### src/rtl/sdram_intf_if.sv
// User-side burst bus of the SDRAM controller: level requests, ack window,
// write data in, read data out and the init status flag.
interface sdram_intf_if;
  logic        wr_req;
  logic        rd_req;
  logic [24:0] rw_addr;
  logic [15:0] wr_data;
  logic        ack;
  logic [15:0] rd_data;
  logic        rd_data_vld;
  logic        init_done;

  modport master (
    output wr_req, rd_req, rw_addr, wr_data,
    input  ack, rd_data, rd_data_vld, init_done
  );

  modport slave (
    input  wr_req, rd_req, rw_addr, wr_data,
    output ack, rd_data, rd_data_vld, init_done
  );
endinterface

### src/rtl/sdram_intf.sv
// Full-page burst SDRAM controller: power-up init, periodic refresh, burst write/read.
// Define SDRAM_DQ_IN_REG_EN to add an input register on sdram_dq_in (read latency CL+2).
module sdram_intf #(
  parameter int BURST_LEN = 1024,
  parameter int T_INIT    = 20000,
  parameter int T_REF     = 750,
  parameter int T_RP      = 2,
  parameter int T_RFC     = 7,
  parameter int T_MRD     = 2,
  parameter int T_RCD     = 2,
  parameter int CL        = 3
) (
  input  logic        clk,
  input  logic        rst,
  sdram_intf_if.slave bus,
  output logic        sdram_cke,
  output logic        sdram_cs_n,
  output logic        sdram_ras_n,
  output logic        sdram_cas_n,
  output logic        sdram_we_n,
  output logic [1:0]  sdram_ba,
  output logic [12:0] sdram_addr,
  output logic [1:0]  sdram_dqm,
  output logic [15:0] sdram_dq_out,
  output logic        sdram_dq_oe,
  input  logic [15:0] sdram_dq_in
);

  typedef enum logic [3:0] {
    INIT_WAIT, INIT_PRE, INIT_REF, INIT_MRS, IDLE,
    REFRESH, ACTIVE, WRITE, READ, PRECH
  } state_t;

  localparam logic [3:0] CMD_NOP = 4'b0111;
  localparam logic [3:0] CMD_PRE = 4'b0010;
  localparam logic [3:0] CMD_REF = 4'b0001;
  localparam logic [3:0] CMD_MRS = 4'b0000;
  localparam logic [3:0] CMD_ACT = 4'b0011;
  localparam logic [3:0] CMD_WR  = 4'b0100;
  localparam logic [3:0] CMD_RD  = 4'b0101;
  localparam logic [3:0] CMD_BST = 4'b0110;

  localparam logic [12:0] MODE_WORD = 13'h0037;

  localparam int CNT_W = $clog2(T_INIT + BURST_LEN + CL + 2*T_RFC + T_RP + T_MRD + T_RCD + 8);
  localparam int REF_W = $clog2(T_REF + 1);

  localparam logic [CNT_W-1:0] INIT_LAST = CNT_W'(T_INIT - 1);
  localparam logic [CNT_W-1:0] RP_LAST   = CNT_W'(T_RP - 1);
  localparam logic [CNT_W-1:0] RFC_LAST  = CNT_W'(T_RFC - 1);
  localparam logic [CNT_W-1:0] RFC_2ND   = CNT_W'(T_RFC);
  localparam logic [CNT_W-1:0] RFC2_LAST = CNT_W'(2*T_RFC - 1);
  localparam logic [CNT_W-1:0] MRD_LAST  = CNT_W'(T_MRD - 1);
  localparam logic [CNT_W-1:0] RCD_LAST  = CNT_W'(T_RCD - 1);
  localparam logic [CNT_W-1:0] BL_END    = CNT_W'(BURST_LEN);
  localparam logic [CNT_W-1:0] RD_LAST   = CNT_W'(BURST_LEN + CL);
  localparam logic [REF_W-1:0] REF_LAST  = REF_W'(T_REF - 1);

`ifdef SDRAM_DQ_IN_REG_EN
  localparam int VLD_LAT = CL + 2;
`else
  localparam int VLD_LAT = CL + 1;
`endif

  state_t             state, next_state;
  logic [CNT_W-1:0]   cnt, cnt_next;
  logic [REF_W-1:0]   ref_cnt;
  logic               refresh_pend;
  logic [1:0]         bank_q;
  logic [12:0]        row_q;
  logic               is_write_q;
  logic               cke_q;
  logic [15:0]        rd_data_q;
  logic [VLD_LAT-1:0] vld_pipe;

  logic [3:0]         cmd_c;
  logic [12:0]        addr_c;
  logic [1:0]         ba_c;
  logic               ack_c;
  logic               dq_oe_c;
  logic               cap_en;
  logic               cap_write;
  logic               init_done_c;
  logic               unused_col;

  // The column field is ignored: full-page bursts always start at column 0.
  assign unused_col = ^bus.rw_addr[9:0];

  always_ff @(posedge clk or posedge rst) begin
    if (rst) begin
      state <= INIT_WAIT;
      cnt   <= '0;
    end else begin
      state <= next_state;
      cnt   <= cnt_next;
    end
  end

  always_comb begin
    next_state = state;
    cnt_next   = cnt + 1'b1;
    cmd_c      = CMD_NOP;
    addr_c     = '0;
    ba_c       = '0;
    ack_c      = 1'b0;
    dq_oe_c    = 1'b0;
    cap_en     = 1'b0;
    cap_write  = 1'b0;
    case (state)
      INIT_WAIT: begin
        if (cnt == INIT_LAST) next_state = INIT_PRE;
      end
      INIT_PRE: begin
        if (cnt == '0) begin
          cmd_c      = CMD_PRE;
          addr_c[10] = 1'b1;
        end
        if (cnt == RP_LAST) next_state = INIT_REF;
      end
      INIT_REF: begin
        if (cnt == '0 || cnt == RFC_2ND) cmd_c = CMD_REF;
        if (cnt == RFC2_LAST) next_state = INIT_MRS;
      end
      INIT_MRS: begin
        if (cnt == '0) begin
          cmd_c  = CMD_MRS;
          addr_c = MODE_WORD;
        end
        if (cnt == MRD_LAST) next_state = IDLE;
      end
      IDLE: begin
        if (refresh_pend) begin
          next_state = REFRESH;
        end else if (bus.wr_req) begin
          next_state = ACTIVE;
          cap_en     = 1'b1;
          cap_write  = 1'b1;
        end else if (bus.rd_req) begin
          next_state = ACTIVE;
          cap_en     = 1'b1;
        end
      end
      REFRESH: begin
        if (cnt == '0) cmd_c = CMD_REF;
        if (cnt == RFC_LAST) next_state = IDLE;
      end
      ACTIVE: begin
        if (cnt == '0) begin
          cmd_c  = CMD_ACT;
          ba_c   = bank_q;
          addr_c = row_q;
        end
        if (cnt == RCD_LAST) next_state = is_write_q ? WRITE : READ;
      end
      WRITE: begin
        if (cnt < BL_END) begin
          ack_c   = 1'b1;
          dq_oe_c = 1'b1;
          if (cnt == '0) begin
            cmd_c = CMD_WR;
            ba_c  = bank_q;
          end
        end else begin
          cmd_c      = CMD_BST;
          next_state = PRECH;
        end
      end
      READ: begin
        if (cnt < BL_END) begin
          ack_c = 1'b1;
          if (cnt == '0) begin
            cmd_c = CMD_RD;
            ba_c  = bank_q;
          end
        end else if (cnt == BL_END) begin
          cmd_c = CMD_BST;
        end
        if (cnt == RD_LAST) next_state = PRECH;
      end
      PRECH: begin
        if (cnt == '0) begin
          cmd_c      = CMD_PRE;
          addr_c[10] = 1'b1;
        end
        if (cnt == RP_LAST) next_state = IDLE;
      end
      default: next_state = INIT_WAIT;
    endcase
    if (next_state != state || state == IDLE) cnt_next = '0;
  end

  // Request parameters are frozen when leaving IDLE so rw_addr may change freely afterwards.
  always_ff @(posedge clk or posedge rst) begin
    if (rst) begin
      bank_q     <= '0;
      row_q      <= '0;
      is_write_q <= 1'b0;
    end else if (cap_en) begin
      bank_q     <= bus.rw_addr[24:23];
      row_q      <= bus.rw_addr[22:10];
      is_write_q <= cap_write;
    end
  end

  // Free-running refresh interval timer; the pending flag waits for IDLE, so bursts are never cut.
  always_ff @(posedge clk or posedge rst) begin
    if (rst) begin
      ref_cnt      <= '0;
      refresh_pend <= 1'b0;
    end else begin
      if (state == REFRESH && cnt == '0) refresh_pend <= 1'b0;
      if (init_done_c) begin
        if (ref_cnt == REF_LAST) begin
          ref_cnt      <= '0;
          refresh_pend <= 1'b1;
        end else begin
          ref_cnt <= ref_cnt + 1'b1;
        end
      end
    end
  end

  always_ff @(posedge clk or posedge rst) begin
    if (rst) cke_q <= 1'b0;
    else     cke_q <= 1'b1;
  end

  // Read data capture; the valid pipeline tracks read ack cycles through the CAS latency.
`ifdef SDRAM_DQ_IN_REG_EN
  logic [15:0] dq_in_q;
  always_ff @(posedge clk or posedge rst) begin
    if (rst) begin
      dq_in_q   <= '0;
      rd_data_q <= '0;
    end else begin
      dq_in_q   <= sdram_dq_in;
      rd_data_q <= dq_in_q;
    end
  end
`else
  always_ff @(posedge clk or posedge rst) begin
    if (rst) rd_data_q <= '0;
    else     rd_data_q <= sdram_dq_in;
  end
`endif

  always_ff @(posedge clk or posedge rst) begin
    if (rst) vld_pipe <= '0;
    else     vld_pipe <= {vld_pipe[VLD_LAT-2:0], (state == READ) && ack_c};
  end

  assign init_done_c = (state != INIT_WAIT) && (state != INIT_PRE) &&
                       (state != INIT_REF)  && (state != INIT_MRS);

  assign bus.ack         = ack_c;
  assign bus.rd_data     = rd_data_q;
  assign bus.rd_data_vld = vld_pipe[VLD_LAT-1];
  assign bus.init_done   = init_done_c;

  assign sdram_cke    = cke_q;
  assign sdram_cs_n   = cmd_c[3];
  assign sdram_ras_n  = cmd_c[2];
  assign sdram_cas_n  = cmd_c[1];
  assign sdram_we_n   = cmd_c[0];
  assign sdram_ba     = ba_c;
  assign sdram_addr   = addr_c;
  assign sdram_dqm    = init_done_c ? 2'b00 : 2'b11;
  assign sdram_dq_oe  = dq_oe_c;
  assign sdram_dq_out = dq_oe_c ? bus.wr_data : 16'h0000;

endmodule

### src/flat_wrapper.sv
// flat-port wrapper written by rule: the top's interface ports become plain ports
module sdram_intf_flat 
#(
  parameter int BURST_LEN = 1024,
  parameter int T_INIT    = 20000,
  parameter int T_REF     = 750,
  parameter int T_RP      = 2,
  parameter int T_RFC     = 7,
  parameter int T_MRD     = 2,
  parameter int T_RCD     = 2,
  parameter int CL        = 3
)
  (clk, rst, sdram_cke, sdram_cs_n, sdram_ras_n, sdram_cas_n, sdram_we_n, sdram_ba, sdram_addr, sdram_dqm, sdram_dq_out, sdram_dq_oe, sdram_dq_in, bus_wr_req, bus_rd_req, bus_rw_addr, bus_wr_data, bus_ack, bus_rd_data, bus_rd_data_vld, bus_init_done);
  sdram_intf_if bus_i ();
  input  logic clk;
  input  logic rst;
  output logic sdram_cke;
  output logic sdram_cs_n;
  output logic sdram_ras_n;
  output logic sdram_cas_n;
  output logic sdram_we_n;
  output logic [1:0] sdram_ba;
  output logic [12:0] sdram_addr;
  output logic [1:0] sdram_dqm;
  output logic [15:0] sdram_dq_out;
  output logic sdram_dq_oe;
  input  logic [15:0] sdram_dq_in;
  input wire logic [$bits(bus_i.wr_req)-1:0] bus_wr_req;
  input wire logic [$bits(bus_i.rd_req)-1:0] bus_rd_req;
  input wire logic [$bits(bus_i.rw_addr)-1:0] bus_rw_addr;
  input wire logic [$bits(bus_i.wr_data)-1:0] bus_wr_data;
  output wire logic [$bits(bus_i.ack)-1:0] bus_ack;
  output wire logic [$bits(bus_i.rd_data)-1:0] bus_rd_data;
  output wire logic [$bits(bus_i.rd_data_vld)-1:0] bus_rd_data_vld;
  output wire logic [$bits(bus_i.init_done)-1:0] bus_init_done;
  assign bus_i.wr_req = bus_wr_req;
  assign bus_i.rd_req = bus_rd_req;
  assign bus_i.rw_addr = bus_rw_addr;
  assign bus_i.wr_data = bus_wr_data;
  assign bus_ack = bus_i.ack;
  assign bus_rd_data = bus_i.rd_data;
  assign bus_rd_data_vld = bus_i.rd_data_vld;
  assign bus_init_done = bus_i.init_done;
  sdram_intf #(.BURST_LEN(BURST_LEN), .T_INIT(T_INIT), .T_REF(T_REF), .T_RP(T_RP), .T_RFC(T_RFC), .T_MRD(T_MRD), .T_RCD(T_RCD), .CL(CL)) u_core (.clk(clk), .rst(rst), .bus(bus_i), .sdram_cke(sdram_cke), .sdram_cs_n(sdram_cs_n), .sdram_ras_n(sdram_ras_n), .sdram_cas_n(sdram_cas_n), .sdram_we_n(sdram_we_n), .sdram_ba(sdram_ba), .sdram_addr(sdram_addr), .sdram_dqm(sdram_dqm), .sdram_dq_out(sdram_dq_out), .sdram_dq_oe(sdram_dq_oe), .sdram_dq_in(sdram_dq_in));
endmodule
### config.mk
export PLATFORM = sky130hd
export DESIGN_NAME = sdram_intf_flat
export DESIGN_NICKNAME = d
export VERILOG_FILES = /design/src/rtl/sdram_intf_if.sv /design/src/rtl/sdram_intf.sv /design/src/flat_wrapper.sv
export SDC_FILE = /design/constraint.sdc
export NUM_CORES = 1
export LEC_CHECK = 0
export CORE_UTILIZATION = 25
export DETAILED_ROUTE_END_ITERATION = 12
export GPL_TIMING_DRIVEN = 0
export PLACE_DENSITY = 0.57
export SYNTH_ARGS = -nofsm -noshare
export SYNTH_HDL_FRONTEND = slang
export SYNTH_SLANG_ARGS = --single-unit
### constraint.sdc
create_clock -name clk -period 2 [get_ports clk]
set_input_delay 0.3 -clock clk [delete_from_list [all_inputs] [get_ports clk]]
set_output_delay 0.3 -clock clk [all_outputs]
set_load 0.02 [all_outputs]
### Word level (Yosys, flattened, before mapping)

Index checks and enable logic that the tools add are counted.

| storage, ports and cells | value |
|---|---|
| register bits after elaboration | 67 |
| latch bits | 0 |
| memory bits (writable) | 0 |
| bits in read-only memories | 0 |
| output and inout bits | 58 |
| memories kept | 0 |

| cells by class | value |
|---|---|
| $add $sub $neg | 2 |
| $mul | 0 |
| div/mod/pow operators | 0 |
| $lt $le $gt $ge | 1 |
| equal/unequal tests | 21 |
| shift operators | 0 |
| mux-type cells | 50 |
| bitwise operators | 0 |
| reductions and logical operators | 13 |

Operators with widths:

| cell | number |
|---|---|
| two-way mux 4 bit | 13 |
| one-hot mux 4 bit (9 select lines) | 1 |
| == test 15 x 11 -> 1 bit (second input constant) | 2 |
| == test 15 x 3 -> 1 bit (second input constant) | 2 |
| one-hot mux 4 bit (7 select lines) | 1 |
| one-hot mux 10 bit (2 select lines) | 1 |
| == test 4 x 3 -> 1 bit (second input constant) | 4 |
| two-way mux 16 bit | 1 |
| adder 15 x 1 -> 15 bit (second input constant) | 1 |
| == test 15 x 1 -> 1 bit (second input constant) | 1 |
| == test 15 bit (second input constant) | 1 |
| == test 15 x 4 -> 1 bit (second input constant) | 1 |
| logical NOT 15 bit | 1 |
| less-than comparator 15 x 11 -> 1 bit (second input constant) | 1 |
| two-way mux 1 bit | 15 |
| two-way mux 15 bit | 1 |
| two-way mux 3 bit | 5 |
| two-way mux 13 bit | 1 |
| two-way mux 2 bit | 6 |
| adder 10 x 1 -> 10 bit (second input constant) | 1 |
| == test 10 bit (second input constant) | 1 |
| two-way mux 10 bit | 1 |
| == test 4 x 2 -> 1 bit (second input constant) | 2 |
| == test 4 bit (second input constant) | 2 |
| 12 further kinds | 21 |

### Longest topological paths before layout

| logic depth | value |
|---|---|
| depth in word-level cells | 7 |
| gate-level depth with buffers | 9 |
| gate-level depth less buffers | 8 |

### Worst setup path after synthesis

Ideal clock, no wire load.

| timing path | value |
|---|---|
| kind | reg2reg |
| start point | register u_core.cnt[1] |
| end point | register u_core.cnt[0] |
| setup time | 0.087 ns |
| arrival | 2.124 ns |
| data required time | 1.913 ns |
| path slack | -0.211 ns |
| stages on the path, launching flop included | 10 |
| path buffers | 1 |
| path through | dfrtp_1 > inv_1 > ha_1 > nor4b_2 > nand4_2 > mux2_4 > o211ai_2 > or3_1 > buf_6 > a211oi_2 |

| between the ends | value |
|---|---|
| cells in the longest elaborated chain, start to end | 6 |
| elaborated cells on any way between the ends | 18 |
| those cells by class | 1 x order compare; 6 x eq/ne; 10 x mux; 1 x reduce/logical |

RTL lines:

| item | line | RTL |
|---|---|---|
| from (decl) | sdram_intf.sv:66 | `logic [CNT_W-1:0] cnt, cnt_next;` |
| from (signal assigned) | sdram_intf.sv:95 | `cnt <= cnt_next;` |
| less-than comparator 15 x 11 -> 1 bit (tied with other cells) | sdram_intf.sv:156 | `if (cnt < BL_END) begin` |
| two-way mux 4 bit (tied with other cells) | sdram_intf.sv:156 |  |
| one-hot mux 4 bit (9 select lines) (*) | sdram_intf.sv:109 | `case (state)` |
| != test 4 bit (*) | sdram_intf.sv:189 | `if (next_state != state \|\| state == IDLE) cnt_next = '0;` |
| logical OR 1 bit (*) | sdram_intf.sv:189 |  |
| two-way mux 15 bit (*) | sdram_intf.sv:189 |  |
| net u_core.cnt_next[0] | sdram_intf.sv:66 |  |

Mark *: on every way through the listed nets, which the timed path passes. The rest lies on a longest branch.
A chain may end at the register's enable or synchronous reset.

### Worst setup path in the final report

| timing path | value |
|---|---|
| start point | register u_core.cnt[11] |
| end point | output sdram_ras_n |

| between the ends | value |
|---|---|
| cells in the longest elaborated chain, start to end | 4 |
| elaborated cells on any way between the ends | 9 |
| those cells by class | 1 x eq/ne; 6 x mux; 2 x reduce/logical |

RTL lines:

| item | line | RTL |
|---|---|---|
| == test 15 x 3 -> 1 bit / logical NOT 15 bit (equally long branches) | sdram_intf.sv:121, sdram_intf.sv:114, sdram_intf.sv:125 |  |
| logical OR 1 bit | sdram_intf.sv:121 | `if (cnt == '0 \|\| cnt == RFC_2ND) cmd_c = CMD_REF;` |
| two-way mux 3 bit | sdram_intf.sv:121 |  |
| one-hot mux 4 bit (7 select lines) (*) | sdram_intf.sv:109 |  |
| to (decl) | flat_wrapper.sv:19 | `output logic sdram_ras_n;` |

Mark *: on every way between the ends. The rest lies on a longest branch, timed or not.

==> flow_summary.ini <==
[cells_and_area]
fin_cells = 702
nFillCells = 1222
nets = 588
area_growth_pct = 74.10
drive_gt1_share_pct = 43.54
n_antenna_cell = 0

[run_status]
violations = setup timing
status = finished with violations

[setup_path]
endpoint_kind = output port
worst_setup_path_start_kind = flip-flop
crit_required_ns = 1.70
worstSetupPathType = flip-flop to output port
cp.arrival_ns = 2.22
cp_max_fo = 8

[clock_network]
cts_buffers = 9
cts_max_path_buffers = 2
worstSkewPairLatency_ns = 0.33
htreeDepth = 3
path_clk_slew_ns = 0.06
cts-root-buf = clkbuf_16
cts_hold_buffers = 0
cts_tree = done
numClockSinks = 67

[placed_design]
place_inst = 635
gp_congestion = 0.8278
io_buffers = 107
dp_hpwl_microns = 6637

[grt]
grt_pass1_vias = 3252
grtUsageTotal_pct = 14.20
antenna_found_initial = 0
grt_pass1_wl_microns = 16120
grt_max_degree = 68
grt-ovfl-total = 0

[routing]
highest_layer = met4
wl_met3_microns = 559
drc = 0
wl_per_cell_microns = 14.75
viasPerCell = 4.652
routed_wirelength_microns = 10360
dr_total_vias = 3266
met2_wirelength_microns = 5265
met1Wirelength_microns = 4330
ant_nets = 0
firstDrtPassIters = 4
drtIter0Drc = 202

[synthesis]
yosysSeqAreaShare_pct = 47.67
synth_area_sq_um = 3517
synth_top_flop_cell = dfrtp_1
synthCells = 352
synth_xor_area_share_pct = 4.482
synth_mux_area_share_pct = 5.229
synth.distinct_cells = 54
synth_compound_area_share_pct = 11.70
synth_edf_count = 0
synth_top_family_by_area = simple AND/OR/NAND/NOR gates
syn-num-nets = 419
avgSynthCellArea_sq_um = 9.992
synth_fa_ha_area_share_pct = 2.134
async_flop_share_pct = 100.0
yosysWarningCount = 0
ys_ff_latch = 67
synth-simple-area-share_pct = 24.97

[floorplanning]
start_util_pct = 26.04
core-area_sq_um = 13510
die_x_microns = 120.6
die_area_sq_um = 14550
num_rows = 42
die_h_microns = 120.6
io_pins = 119

[power]
powerDensity_nw_per_um2 = 514.1
worst_ir_drop_vdd_uv = 405.2
total_power_mw = 3.148
p_leak_nw = 2.604

[sta]
fin_ws_ns = -0.5241
rsz0062_at_grt = true
holdWs_ns = 0.3500
period_share_pct = 126.2
fmax_ghz = 0.3962
hold_violations = 0
slew_violations = 0
worstMarginPinSlew_ns = 0.8154
period_needed_ns = 2.524
maxSlewHeadroom_pct = 45.64
fin_worst_skew_ns = 0.005402
finalSetupViolations = 45

[flow_run]
maxCapViolations = 0

[worst_hold_path]
hp-class = flip-flop to flip-flop
## registers in the layout, indices dropped and copies added (netlist names)
| signal | cells |
|---|---|
| u_core.state | 4 |
| u_core.vld_pipe | 4 |
| u_core.sdram_cke | 1 |
| u_core.row_q | 13 |
| u_core.cnt | 15 |
| u_core.is_write_q | 1 |
| u_core.bus.rd_data | 16 |
| u_core.refresh_pend | 1 |
| u_core.ref_cnt | 10 |
| u_core.bank_q | 2 |
## what timing repair did
| action | in CTS | in global routing |
|---|---|---|
| endpoints found under the hold margin | 0 | 0 |
| setup endpoints to repair | 72 | 63 |
| cloned | 2 | 1 |
| gates resized for setup | 322 | 38 |
| pin swaps | 18 | 31 |
| setup buffers | 33 | 17 |
## area by class of cell
cell class / instances / area, sq um / area share [%]
clock inverter: 6 / 65.06 / 1.063
multi-input combinational: 258 / 2091 / 34.14
inverter: 8 / 32.53 / 0.5313
timing repair buffer: 159 / 1610 / 26.30
clock buffer: 10 / 239.0 / 3.903
tap: 176 / 220.2 / 3.596
buffer: 18 / 180.2 / 2.942
sequential: 67 / 1685 / 27.52
## worst max-delay path, stage by stage, from the launching register on
cell and delay, ns:
dfrtp_1 0.37, buf_6 0.13, buf_12 0.12, nor4_4 0.29, nand4_1 0.19, buf_6 0.20
or2_4 0.26, a21oi_2 0.14, nor2_2 0.05, buf_6 0.13
## worst paths after layout
path / start / end / slack [ns] / depth (start not counted)
max: u_core.cnt[11] / sdram_ras_n / -0.52 / 9
max reg2reg: u_core.cnt[11] / u_core.cnt[2] / -0.32 / 10
max in group asynchronous: rst / u_core.cnt[14] / 0.93 / 2
min reg2reg: u_core.vld_pipe[1] / u_core.vld_pipe[2] / 0.35 / 0
min: u_core.vld_pipe[1] / u_core.vld_pipe[2] / 0.35 / 0
min in group asynchronous: rst / u_core.bus.rd_data[5] / 0.49 / 2
## per-layer routing
layer | up-vias | global-route usage (%)
met5 | - | 0
met4 | 0 | 5.787
met3 | 18 | 4.575
met2 | 87 | 23.74
met1 | 1598 | 16.74
li1 | 1563 | -
## cells in the final DEF (no fill, tap or decap), types with 7 or more instances in the layout
cell type,n
and2_4,26
buf_6,53
inv_1,7
xnor2_1,7
nor2_4,11
clkbuf_16,12
mux2_4,10
xor2_1,11
dfrtp_2,7
clkdlybuf4s50_1,68
nand2_1,25
a211oi_2,11
a21oi_1,9
nor2_1,29
nand3_1,17
o21ai_0,10
buf_4,39
dfrtp_1,60
## cell families after synthesis
| kind of cell | Yosys count |
|---|---|
| mux | 16 |
| fa+ha+maj | 6 |
| flops | 67 |
| xor+xnor | 18 |
| simple gates | 161 |
| buf+inv | 27 |
| compound gates | 55 |
| other cells | 2 |
## synthesized netlist by cell type, drive strengths merged (8+ instances only)
cell / number / area (sq um)
inv: 8 / 30.03
and2: 27 / 168.9
clkbuf: 10 / 37.54
a21oi: 13 / 65.06
buf: 9 / 58.80
dfrtp: 67 / 1677
nor3: 8 / 40.04
o21ai: 12 / 67.57
xor2: 11 / 96.34
mux2: 16 / 183.9
nor2: 43 / 161.4
nand3: 18 / 90.09
a211oi: 11 / 127.6
nand2: 26 / 97.59
## metrics by stage
step | util [%] | cell area (sq um) | setup slack (ns) | TNS [ns]
after global placement | 35.89 | 4847 | -1.237 | -116.69
after floorplan | - | 3556 | -0.09823 | -0.9570
final | 45.34 | 6123 | -0.5241 | -14.35
after detailed placement | 35.91 | 4850 | -0.8676 | -36.31
after CTS | 43.17 | 5831 | -0.4613 | -10.46
after global routing | 45.34 | 6123 | -0.5888 | -17.24
## report_power, final
group	internal (mW)	switching [mW]	total (mW)	leakage (nW)
clock network	0.997	0.587	1.58	0.148
registers	1.37	0.00394	1.38	0.872
logic	0.116	0.0713	0.187	1.58
total	2.49	0.662	3.15	2.60
Power figures use the tool's default switching activity.
